### src/rtl/cpu_pkg.sv
// Shared definitions for the 8-bit single-cycle core.
// Opcodes, ALU ops, control FSM states, field positions, decoder.
package cpu_pkg;

  localparam logic [7:0] OP_LOADI = 8'd0;
  localparam logic [7:0] OP_MOV   = 8'd1;
  localparam logic [7:0] OP_ADD   = 8'd2;
  localparam logic [7:0] OP_SUB   = 8'd3;
  localparam logic [7:0] OP_AND   = 8'd4;
  localparam logic [7:0] OP_OR    = 8'd5;
  localparam logic [7:0] OP_J     = 8'd6;
  localparam logic [7:0] OP_BEQ   = 8'd7;

  localparam int OPC_HI = 31;
  localparam int OPC_LO = 24;
  localparam int DST_HI = 23;
  localparam int DST_LO = 16;
  localparam int RR1_LO = 8;
  localparam int RR2_LO = 0;
  localparam int IMM_HI = 7;
  localparam int IMM_LO = 0;

  typedef enum logic [2:0] {
    ALU_FWD = 3'd0,
    ALU_ADD = 3'd1,
    ALU_AND = 3'd2,
    ALU_OR  = 3'd3
  } aluop_e;

  typedef enum logic [1:0] {
    S_IDLE  = 2'd0,
    S_RUN   = 2'd1,
    S_STALL = 2'd2,
    S_HALT  = 2'd3
  } state_e;

  typedef struct packed {
    logic   legal;
    logic   we;
    logic   immsel;
    logic   negsel;
    aluop_e aluop;
    logic   is_j;
    logic   is_beq;
  } dec_t;

  function automatic dec_t decode(input logic [7:0] op);
    dec_t d;
    d = '{legal: 1'b1, we: 1'b0, immsel: 1'b0,
          negsel: 1'b0, aluop: ALU_FWD,
          is_j: 1'b0, is_beq: 1'b0};
    unique case (1'b1)
      (op == OP_LOADI): begin
        d.we     = 1'b1;
        d.immsel = 1'b1;
      end
      (op == OP_MOV): d.we = 1'b1;
      (op == OP_ADD): begin
        d.we    = 1'b1;
        d.aluop = ALU_ADD;
      end
      (op == OP_SUB): begin
        d.we     = 1'b1;
        d.negsel = 1'b1;
        d.aluop  = ALU_ADD;
      end
      (op == OP_AND): begin
        d.we    = 1'b1;
        d.aluop = ALU_AND;
      end
      (op == OP_OR): begin
        d.we    = 1'b1;
        d.aluop = ALU_OR;
      end
      (op == OP_J): d.is_j = 1'b1;
      (op == OP_BEQ): begin
        d.is_beq = 1'b1;
        d.negsel = 1'b1;
        d.aluop  = ALU_ADD;
      end
      default: d.legal = 1'b0;
    endcase
    return d;
  endfunction

endpackage

### src/rtl/pc_next_calc.sv
// Combinational next-PC: PC+4, or PC+4 + (sext(off) << 2) on j / taken beq.
// In: i_pc, i_off, i_is_j, i_is_beq, i_zero. Out: o_next_pc.
module pc_next_calc #(
  parameter int PC_W = 32
) (
  input  logic [PC_W-1:0] i_pc,
  input  logic [7:0]      i_off,
  input  logic            i_is_j,
  input  logic            i_is_beq,
  input  logic            i_zero,
  output logic [PC_W-1:0] o_next_pc
);

  logic [PC_W-1:0] w_pc4;
  logic [PC_W-1:0] w_off_ext;
  logic            w_taken;

  assign w_pc4     = i_pc + PC_W'(4);
  assign w_off_ext = {{(PC_W-10){i_off[7]}}, i_off, 2'b00};
  assign w_taken   = i_is_j | (i_is_beq & i_zero);
  assign o_next_pc = w_taken ? w_pc4 + w_off_ext : w_pc4;

endmodule

### src/rtl/cpu_control_pc.sv
// PC register, control FSM and instruction decode of the single-cycle core.
// In: CLK, RESET, INSTRUCTION, ZERO, BUSYWAIT. Out: PC, reg addrs, WE, ALU ctl, HALTED.
module cpu_control_pc
  import cpu_pkg::*;
#(
  parameter int              PC_W    = 32,
  parameter logic [PC_W-1:0] RST_VEC = '0
) (
  input  logic            CLK,
  input  logic            RESET,
  input  logic [31:0]     INSTRUCTION,
  input  logic            ZERO,
  input  logic            BUSYWAIT,
  output logic [PC_W-1:0] PC,
  output logic [2:0]      WRITEREG,
  output logic [2:0]      READREG1,
  output logic [2:0]      READREG2,
  output logic            WRITEENABLE,
  output logic [7:0]      IMMEDIATE,
  output logic            IMMSEL,
  output logic            NEGSEL,
  output logic [2:0]      ALUOP,
  output logic            HALTED
);

  state_e          r_state;
  logic [PC_W-1:0] r_pc;
  logic            r_halted;

  logic [7:0]      w_op;
  dec_t            w_dec;
  logic            w_adv;
  logic [PC_W-1:0] w_pc_next;
  logic            w_unused;

  assign w_op  = INSTRUCTION[OPC_HI:OPC_LO];
  assign w_dec = decode(w_op);

  // source1 only needs 3 of its 8 bits
  assign w_unused = ^INSTRUCTION[15:11];

  assign WRITEREG  = INSTRUCTION[DST_LO+2:DST_LO];
  assign READREG1  = INSTRUCTION[RR1_LO+2:RR1_LO];
  assign READREG2  = INSTRUCTION[RR2_LO+2:RR2_LO];
  assign IMMEDIATE = INSTRUCTION[IMM_HI:IMM_LO];
  assign IMMSEL    = w_dec.immsel;
  assign NEGSEL    = w_dec.negsel;
  assign ALUOP     = w_dec.aluop;

  // an instruction retires only in RUN with memory ready
  assign w_adv = (r_state == S_RUN) & w_dec.legal & ~BUSYWAIT;

  assign WRITEENABLE = w_dec.we & w_adv & ~RESET;
  assign PC          = r_pc;
  assign HALTED      = r_halted;

  pc_next_calc #(
    .PC_W(PC_W)
  ) u_pc_next (
    .i_pc     (r_pc),
    .i_off    (INSTRUCTION[DST_HI:DST_LO]),
    .i_is_j   (w_dec.is_j),
    .i_is_beq (w_dec.is_beq),
    .i_zero   (ZERO),
    .o_next_pc(w_pc_next)
  );

  always_ff @(posedge CLK) begin
    if (RESET) begin
      r_state  <= S_IDLE;
      r_pc     <= RST_VEC;
      r_halted <= 1'b0;
    end else begin
      unique case (r_state)
        S_IDLE: r_state <= S_RUN;
        S_RUN: begin
          // illegal opcode beats a concurrent busywait
          if (!w_dec.legal) begin
            r_state  <= S_HALT;
            r_halted <= 1'b1;
          end else if (BUSYWAIT) begin
            r_state <= S_STALL;
          end else begin
            r_pc <= w_pc_next;
          end
        end
        // PC held on the release edge; instruction replays in RUN
        S_STALL: if (!BUSYWAIT) r_state <= S_RUN;
        S_HALT:  r_halted <= 1'b1;
        default: r_state <= S_IDLE;
      endcase
    end
  end

endmodule

### config.mk
export PLATFORM = sky130hd
export DESIGN_NAME = cpu_control_pc
export DESIGN_NICKNAME = d
export VERILOG_FILES = /design/src/rtl/cpu_pkg.sv /design/src/rtl/pc_next_calc.sv /design/src/rtl/cpu_control_pc.sv
export SDC_FILE = /design/constraint.sdc
export NUM_CORES = 1
export LEC_CHECK = 0
export CAP_MARGIN = 10
export CORE_UTILIZATION = 56
export DETAILED_ROUTE_END_ITERATION = 7
export GPL_ROUTABILITY_DRIVEN = 0
export PLACE_DENSITY = 0.88
export SYNTH_ARGS = -nofsm -noshare
export SYNTH_HDL_FRONTEND = slang
export SYNTH_SLANG_ARGS = --single-unit
### constraint.sdc
create_clock -name CLK -period 10 [get_ports CLK]
set_clock_uncertainty 0.2 [all_clocks]
set_input_delay 2 -clock CLK [delete_from_list [all_inputs] [get_ports CLK]]
set_output_delay 2 -clock CLK [all_outputs]
set_load 0.02 [all_outputs]
# Yosys cells after proc, flatten, opt, wreduce, memory -nomap -nowiden
# Cells that the tools add are included.
# classes
magnitude_cmp	0
n_bitwise	8
n_addsub	2
reduce_logical	11
shifts	0
eq_ne	13
mux	14
div	0
multipliers	0
# op_table
operator	n
$add A32 B3 Y32 const B	1
$add A32 B32 Y32	1
$eq A8 B3 Y1 const B	4
$mux W32	1
$eq A8 B2 Y1 const B	2
$pmux W2 S3	2
$eq A8 B1 Y1 const B	1
$logic_not A8 Y1	1
$reduce_or A8 Y1	1
$mux W1	7
$mux W2	3
$reduce_and A3 Y1	2
$reduce_or A6 Y1	1
$and A1 B1 Y1	5
$eq A2 B2 Y1 const B	2
$ne A2 B2 Y1 const B	2
$ne A3 B3 Y1 const B	1
$reduce_bool A3 Y1	1
$reduce_or A3 Y1	1
$eq A2 B1 Y1 const B	1
$logic_not A2 Y1	1
$not A1 Y1	2
$pmux W1 S2	1
$reduce_and A2 Y1	1
3 further kinds	3
# totals
romBits	0
out_inout_bits	56
ram_bits	0
memories	0
input_bits	36
reg_bits	35
wordCells	51
latchBits	0

# Longest topological paths before layout
# Gate-level depths: netlist of run 1.
# depth
depth_word	7
depth_mapped	17
depth_no_buf	17

# Hierarchy
# From an unflattened synthesis of run 1, not the netlist that was laid out.
# unflattened
hier_cells	572
area_unflattened_um2	4555.6
# by_module_without_submodules
module	seq_area_each_um2	instances	cells_per_inst	area_each_um2
pc_next_calc	0.0	1	384	2581.2
cpu_control_pc	700.7	1	188	1974.4

# Least setup slack after synthesis of run 1
# Ideal clock, no wire load.
# synth_path
path_kind	input -> output
start	input INSTRUCTION[30]
end	output WRITEENABLE
arrival_ns	3.591
path_buffers	2
stages	6
slack_ns	4.209
path_cell_list	nor4_1 > nor2b_1 > nand2_1 > clkbuf_1 > clkbuf_1 > a211oi_1
# synth_between
elab_chain_len	7
elab_cells_between_ends	16
cone_classes	eq/ne: 7; mux: 2; bitwise: 4; reduce/logical: 3
# synth_lines
item	line_no	rtl
from (decl)	cpu_control_pc.sv:11	input logic [31:0] INSTRUCTION,
$eq A8 B1 Y1 (tied with other cells)	cpu_pkg.sv:57	(op == OP_MOV): d.we = 1'b1;
$reduce_or A8 Y1 (no source line)	--	
$mux W1	cpu_pkg.sv:52	unique case (1'b1)
$and A1 B1 Y1 (2 in series)	cpu_control_pc.sv:51	assign w_adv = (r_state == S_RUN) & w_dec.legal & ~BUSYWAIT;
$and A1 B1 Y1 * (2 in series)	cpu_control_pc.sv:53	assign WRITEENABLE = w_dec.we & w_adv & ~RESET;
to (decl)	cpu_control_pc.sv:18	output logic WRITEENABLE,
# Mark *: on every way between the ends. The rest lies on a longest branch, timed or not.

# Final worst setup path of run 1
# Ends and elaborated chain as after synthesis.

==> results of run 1 <==
-- layout by cell type, fill, tap and decap left out, types with 6 or more instances in the layout --
cell type and n:
clkdlybuf4s50_1 58, a21oi_1 48, nand2_1 47, nor2_1 47, ha_1 37, dfxtp_1 33, xnor2_1 33, nand3_1 27
o21ai_0 22, a211oi_1 21, xor2_1 17, a21o_1 17, inv_1 16, nor3_1 14, nand4_1 12, o21ai_1 9
a31oi_1 9, and3_1 8, o21bai_1 6, clkbuf_8 6
-- cell type report --
cell class	instances	area (um2)
Timing Repair Buffer	62	611
Fill cell	619	2270
Multi-Input combinational cell	451	2990
Tap cell	96	120
Clock buffer	7	86.3
Clock inverter	1	30.0
Sequential cell	33	661
Inverter	17	63.8
-- per-layer routing --
layer	track usage, %	vias to the layer above	part of all wire, %
li1	-	2035	-
met1	40.5	1974	43
met2	48.9	216	47
met3	3.46	32	7.7
met4	11.1	0	2.5
met5	0	-	0
-- worst max-delay path: cells and delay by family --
| kind | cells | cell delay, ns |
|---|---|---|
| AND/OR/NAND/NOR | 3 | 0.75 |
| buffers and inverters | 2 | 1.03 |
| AO/OA/AOI/OAI | 1 | 0.19 |
-- per-stage QoR --
stage / total power (uW) / instance area, um2 / setup WS, ns / utilization (%)
after floorplan: 179 / 3970 / 4.21 / -
after CTS: 322 / 4560 / 3.81 / 66.8
after detailed placement: 190 / 4450 / 3.82 / 65.1
after global placement: 188 / 4450 / 3.84 / 65.1
final: 322 / 4560 / 3.82 / 66.8
after global routing: 334 / 4560 / 3.65 / 66.8
-- logic make-up (layout without fill, tap and decap cells) --
kind of cell,count (synthesis),after routing
AOI/OAI and AO/OA,166,166
xor gates and xnor gates,50,50
adders and majority gates,38,38
buffers and inverters,63,87
DFF,33,33
muxes,3,3
other,1,3
and+or+nand+nor,191,191
-- flip-flops by register name, indices dropped and copies added, names as in the netlist --
register and count:
HALTED 1, PC 30, r_state 2
-- final timing paths --
kind | slack [ns] | to | from | cells after the start
max | 3.82 | WRITEENABLE | INSTRUCTION[30] | 6
min | 0.25 | HALTED | HALTED | 2
max reg2reg | 5.36 | PC[27] | PC[4] | 14
min reg2reg | 0.25 | HALTED | HALTED | 2
-- power by group through the flow --
stage                     combinational (uW)  clock (uW)  sequential, uW
after floorplan                         42.0           0             137
after global placement                  51.7           0             137
after detailed placement                53.0           0             137
after CTS                               53.3         135             134
after global routing                    59.0         141             134
final                                   54.3         134             134
==> impl_metrics.ini, run 1 <==
[yosys]
synth_top_area_share_pct = 16.7
synthSimpleGateAreaFrac_pct = 24.0
synth_top_family_by_area = compound AO/OA/AOI/OAI gates
yosys.area.top_type = dfxtp_1
syn_area_per_cell_um2 = 7.28
synth-edff-count = 0
synthArstFlopShare_pct = 0
synth.area.top_cells = dfxtp_1 (17%), ha_1 (12%), xnor2_1 (7.3%)
syn_inst = 545
synth-compound-area-share_pct = 27.3
synth_common_cells = a21oi_1 (48), nand2_1 (47), nor2_1 (47), ha_1 (37)
synth_seq_cells = 33
yosys.area_share.xor_xnor_pct = 11.0
yosysWarnings = 0
ys_seq_area_share_pct = 16.7
netlist_area_um2 = 3970
synth-adder-area-share_pct = 12.2
synthFlopType = dfxtp_1
synthDistinctLibCells = 63
synthMuxAreaShare_pct = 0.757
yosysMostFrequentCell = a21oi_1

[grt]
grt_pass1_vias = 3755
grt_use_total_pct = 30.0
grt_pass1_wl_um = 18000
grt_max_degree = 38
overflow = 0
grt_antenna_before_repair = 0

[sta]
final.setup.tns_ns = 0
setup_viol = 0
whs_ns = 0.251
rsz0062_at_grt = no
slew_viol_final = 0
worstMarginPinSlew_ns = 0.878
hold_violations = 0
fin_crit_ns = 6.18
min_period_over_period_pct = 61.8
relSlewSlack_pct = 41.3
fmaxAchievable_mhz = 162

[floorplan]
rows = 30
floorplan.initialDensity_pct = 58.0
io_pins = 92
die_width_um = 86.1
die_h_um = 86.1
core_um2 = 6830
die_area_um2 = 7420

[layout]
layout-drive-gt1-share_pct = 4.03
antennaDiodeCount = 0
layout.nets = 644
fin_cells = 667
area_growth_pct = 15.1

[drt]
first_pass_iters = 5
antenna_left = 0
drt-vias-per-instance = 6.38
wl_per_cell_um = 16.9
drt_iter0_drc = 292
vias = 4257
drcViolationCount = 0
routed_wirelength_um = 11300

[clocking]
path_clk_slew_ns = 0.07
cts_max_path_buffers = 2
clock-sinks = 33
htree_levels = 2
cts-hold-fix-buffers = 0
cts-root-buf = clkbuf_8
cts_resized = 0
cts_tree = built
cts_setup_buffers = 0
clock_latency_ns = 0.29
numCtsBuffers = 5

[worst_setup_path]
worstSetupPathType = in -> out
crit_slowest_cell = clkdlybuf4s50_1
crit_chain = clkdlybuf4s50_1, nor4_1, nor2b_1, nand2_1, a211oi_1, clkdlybuf4s50_1
worstPathArrival_ns = 3.98
cp_max_fo = 4
path_common_cell = clkdlybuf4s50_1
max_stage_delay_ns = 0.64
cp-end-kind = primary output
critPathLaunchType = primary input
worstPathRequired_ns = 7.80

[run]
max_cap_violations = 0

[power_and_ir_drop]
switching_power_uw = 84.4
intPower_uw = 237
pwr-share-clk_pct = 41.5
swShare_pct = 26.3
ir_worst_vdd_mv = 0.0521
power.density_nw_per_um2 = 70.4
sequentialPowerShare_pct = 41.6
power_frac_comb_pct = 16.9
leakage_uw = 0.00186

[placed_design]
dpl.cell_count = 659
dp_hpwl_um = 8160
port_buffers = 58

[status]
status = finished clean

[min_path]
hp-class = reg -> reg
(Power assumes the default switching activity.)
==> inputs of run 2 (changes only) <==
Settings changed: CORE_UTILIZATION 56 to 52, PLACE_DENSITY 0.88 to 0.83.
Clock period 10 ns to 6.4 ns, I/O delays scaled along.
==> impl_metrics.ini, run 2 (synthesis gave the netlist of run 1 again) <==
[clocking]
clock-sinks = 33
numCtsBuffers = 5
cts_tree = built
htree_levels = 2
cts_setup_buffers = 0
cts_max_path_buffers = 2
cts_resized = 0
path_clk_slew_ns = 0.08
cts-hold-fix-buffers = 0
cts-root-buf = clkbuf_8
clock_latency_ns = 0.30

[sta]
fmaxAchievable_mhz = 211
whs_ns = 0.263
slew_viol_final = 0
relSlewSlack_pct = 37.1
rsz0062_at_grt = no
fin_crit_ns = 4.75
final.setup.tns_ns = 0
worstMarginPinSlew_ns = 0.942
min_period_over_period_pct = 74.2
setup_viol = 0
hold_violations = 0

[layout]
layout.nets = 644
layout-drive-gt1-share_pct = 4.20
antennaDiodeCount = 0
mostFrequentLayoutCells = clkdlybuf4s50_1 (58), a21oi_1 (48), nand2_1 (47), nor2_1 (47), ha_1 (37)
final_cell_area_um2 = 4540
mostFrequentLayoutCell = clkdlybuf4s50_1
area_growth_pct = 14.5
largest_reg_flops = 30

[floorplan]
floorplan.initialDensity_pct = 54.1
die_h_um = 89.3
die_width_um = 89.3
io_pins = 92
rows = 31
core_um2 = 7330
die_area_um2 = 7980

[power_and_ir_drop]
leakage_uw = 0.00185
power.density_nw_per_um2 = 101
ir_worst_vdd_mv = 0.0857
power.total_uw = 459

[min_path]
hp-class = reg -> reg
hold_start = HALTED

[drt]
first_pass_iters = 5
vias = 4224
wl_per_cell_um = 16.9
drt-vias-per-instance = 6.30
routed_wirelength_um = 11300
antenna_left = 0
drt_iter0_drc = 357
drcViolationCount = 0

[grt]
grt_pass1_wl_um = 17800
grt_antenna_before_repair = 0
overflow = 0
grt_use_total_pct = 28.6
grt_max_degree = 38
grt_pass1_vias = 3758

[worst_setup_path]
worstPathArrival_ns = 4.78
timing.rr.start = PC[4]
worstSetupPathType = reg -> reg
cp-end-kind = register
startpoint = PC[4]
worstPathRequired_ns = 6.43
critPathLaunchType = register
cp_max_fo = 9

[placed_design]
dp_hpwl_um = 8270
port_buffers = 58
placed_area_um2 = 4450

[status]
status = finished clean

[run]
max_cap_violations = 0
[run 2: cell types whose count changed in the layout (fill, tap and decap cells not counted), sizes merged]
cell | previous run | this run
bufinv | 1 | 0
clkinv | 0 | 2
clkbuf | 7 | 5
clkinvlp | 0 | 1
[run 2: worst paths after layout]
path | to | slack (ns) | cells past startpoint
min reg2reg | HALTED | 0.26 | 2
max reg2reg | PC[31] | 1.65 | 14
max | PC[31] | 1.65 | 14
min | HALTED | 0.26 | 2
[run 2: cell type report]
class,instances,area (um2)
Sequential cell,33,661
Multi-Input combinational cell,451,2990
Tap cell,99,124
Timing Repair Buffer,62,611
Fill cell,641,2790
Clock inverter,3,17.5
Inverter,17,63.8
Clock buffer,5,68.8
[run 2: layer usage]
metal | share of wire, % | GRT usage [%] | vias up
met5 | 0 | 0 | -
li1 | - | - | 2035
met4 | 2.3 | 10.1 | 0
met2 | 46 | 48.8 | 216
met1 | 44 | 36.5 | 1944
met3 | 7.6 | 4.34 | 29
[run 2: power breakdown]
group	internal [uW]	switching, uW
Clock	75.2	89.5
Sequential	207	1.72
Combinational	36.4	48.9
Total	319	140
[run 2: critical path: stages, from the launching register on]
cell,delay [ns]
dfxtp_1,0.49
nand4_1,0.24
nor3_1,0.76
nand2_1,0.19
xnor2_1,0.18
ha_1,0.41
nand2_1,0.14
nor2_1,0.22
o221ai_1,0.23
a21oi_1,0.31
o2111ai_1,0.17
a211oi_1,0.52
o21ai_0,0.27
a32o_1,0.26
a21oi_1,0.11
[run 2: stage by stage]
step                util (%)  worst slack (ns)  cells
finish                  61.9              1.65    670
global placement        60.7              1.59    662
detailed placement      60.7              1.57    662
global route            61.9              1.34    670
floorplan                  -              2.05    547
CTS                     61.9              1.65    670
==> inputs of run 3 (changes only) <==
Clock period 6.4 ns to 4.8 ns, I/O delays scaled along.
==> impl_metrics.ini, run 3 (synthesis gave the netlist of run 1 again) <==
[status]
status = finished clean

[floorplan]
die_width_um = 89.3
io_pins = 92
die_area_um2 = 7980
die_h_um = 89.3
core_um2 = 7330
rows = 31
floorplan.initialDensity_pct = 54.1

[drt]
drcViolationCount = 0
antenna_left = 0
routed_wirelength_um = 11400
vias = 4265
drt-vias-per-instance = 6.35
drt_iter0_drc = 396
first_pass_iters = 5
wl_per_cell_um = 16.9

[grt]
use_met1_pct = 37.0
grt_use_total_pct = 28.8
grt_pass1_vias = 3768
overflow = 0
grt_max_degree = 37
met2_usage_pct = 47.2
grt_antenna_before_repair = 0
grt_pass1_wl_um = 17800
gr-max-usage-layer = met2
grt_use_met3_pct = 4.89

[layout]
mostFrequentLayoutCell = clkdlybuf4s50_1
antennaDiodeCount = 0
final_core_util_pct = 62.8
layout-drive-gt1-share_pct = 4.54
mostFrequentLayoutCells = clkdlybuf4s50_1 (58), a21oi_1 (48), nand2_1 (47), nor2_1 (47), ha_1 (37)
layout.nets = 646
area_growth_pct = 16.0
largest_reg_flops = 30

[worst_setup_path]
timing.rr.start = PC[4]
cp-end-kind = register
critPathLaunchType = register
cp_max_fo = 9
worstSetupPathType = reg -> reg
worstPathArrival_ns = 4.47
reg2reg_depth = 15
rr_endpoint = PC[31]
worstPathRequired_ns = 4.83
ff2ff_setup_slack_ns = 0.36

[clocking]
cts_resized = 0
cts-root-buf = clkbuf_8
cts-hold-fix-buffers = 0
numCtsBuffers = 5
cts_max_path_buffers = 2
clock-sinks = 33
cts_tree = built
path_clk_slew_ns = 0.07
cts_setup_buffers = 0
htree_levels = 2
clock_latency_ns = 0.30

[sta]
fmaxAchievable_mhz = 225
hold_violations = 0
worstMarginPinSlew_ns = 0.843
setup_viol = 0
rsz0062_at_grt = no
setup_ws_ns = 0.356
min_period_over_period_pct = 92.6
whs_ns = 0.250
fin_crit_ns = 4.44
final.setup.tns_ns = 0
relSlewSlack_pct = 43.6
slew_viol_final = 0

[min_path]
hold_start = HALTED
holdPathEnd = HALTED
hp-class = reg -> reg
min_path_cells = 2

[placed_design]
detailedPlace.worstSlack_ns = 0.243
dp_hpwl_um = 8260
port_buffers = 58

[power_and_ir_drop]
ir_worst_vdd_mv = 0.127
power.density_nw_per_um2 = 156
power.total_uw = 718
leakage_uw = 0.00188

[run]
max_cap_violations = 0
run 3: cell types whose count changed in the layout (fill, tap and decap cells not counted):
cell,before,now
buf_4,4,6
bufinv_16,0,2
clkinv_2,2,1
clkinvlp_4,1,0
run 3: area by class of cell:
cell class | instances | area [um2]
clock buffers | 5 | 68.8
clock inverters | 3 | 65.1
fillers | 623 | 2730
inverters | 17 | 63.8
multi-input cells | 451 | 2990
flip-flops and latches | 33 | 661
well taps | 99 | 124
repair buffers | 64 | 626
run 3: metal layers:
metal	vias to the layer above	share of wire, %
li1	2024	-
met1	1955	43
met2	251	47
met3	35	8.6
met4	0	2.2
met5	-	0
run 3: worst max path at each step:
stage	start	endpoint	slack, ns
global route	PC[4]	PC[31]	0.14
global placement	INSTRUCTION[23]	PC[31]	0.33
finish	PC[4]	PC[31]	0.36
floorplan	INSTRUCTION[30]	WRITEENABLE	1.09
detailed placement	INSTRUCTION[23]	PC[31]	0.24
CTS	PC[4]	PC[31]	0.49
run 3: worst max-delay path, stage by stage (launching register included):
cell and delay (ns):
dfxtp_1 0.49, and4_1 0.26, nand2_1 0.13, nor2_1 0.33, nand3_1 0.22, xnor2_1 0.18
ha_1 0.36, nand4_1 0.10, nor2_1 0.18, o221ai_1 0.23, a21oi_1 0.30, o2111ai_1 0.20
a211oi_1 0.56, o21ai_0 0.26, a32o_1 0.26, a21oi_1 0.11
run 3: stage by stage:
| step | cell area [um2] | instances |
|---|---|---|
| detailed placement | 4470 | 664 |
| floorplan | 3970 | 547 |
| global route | 4600 | 672 |
| global placement | 4470 | 664 |
| finish | 4600 | 672 |
| CTS | 4600 | 672 |
run 3: where the power goes:
| group | internal, uW | switching (uW) |
|---|---|---|
| clock | 206 | 118 |
| combinational | 48.7 | 66.4 |
| sequential | 276 | 2.28 |
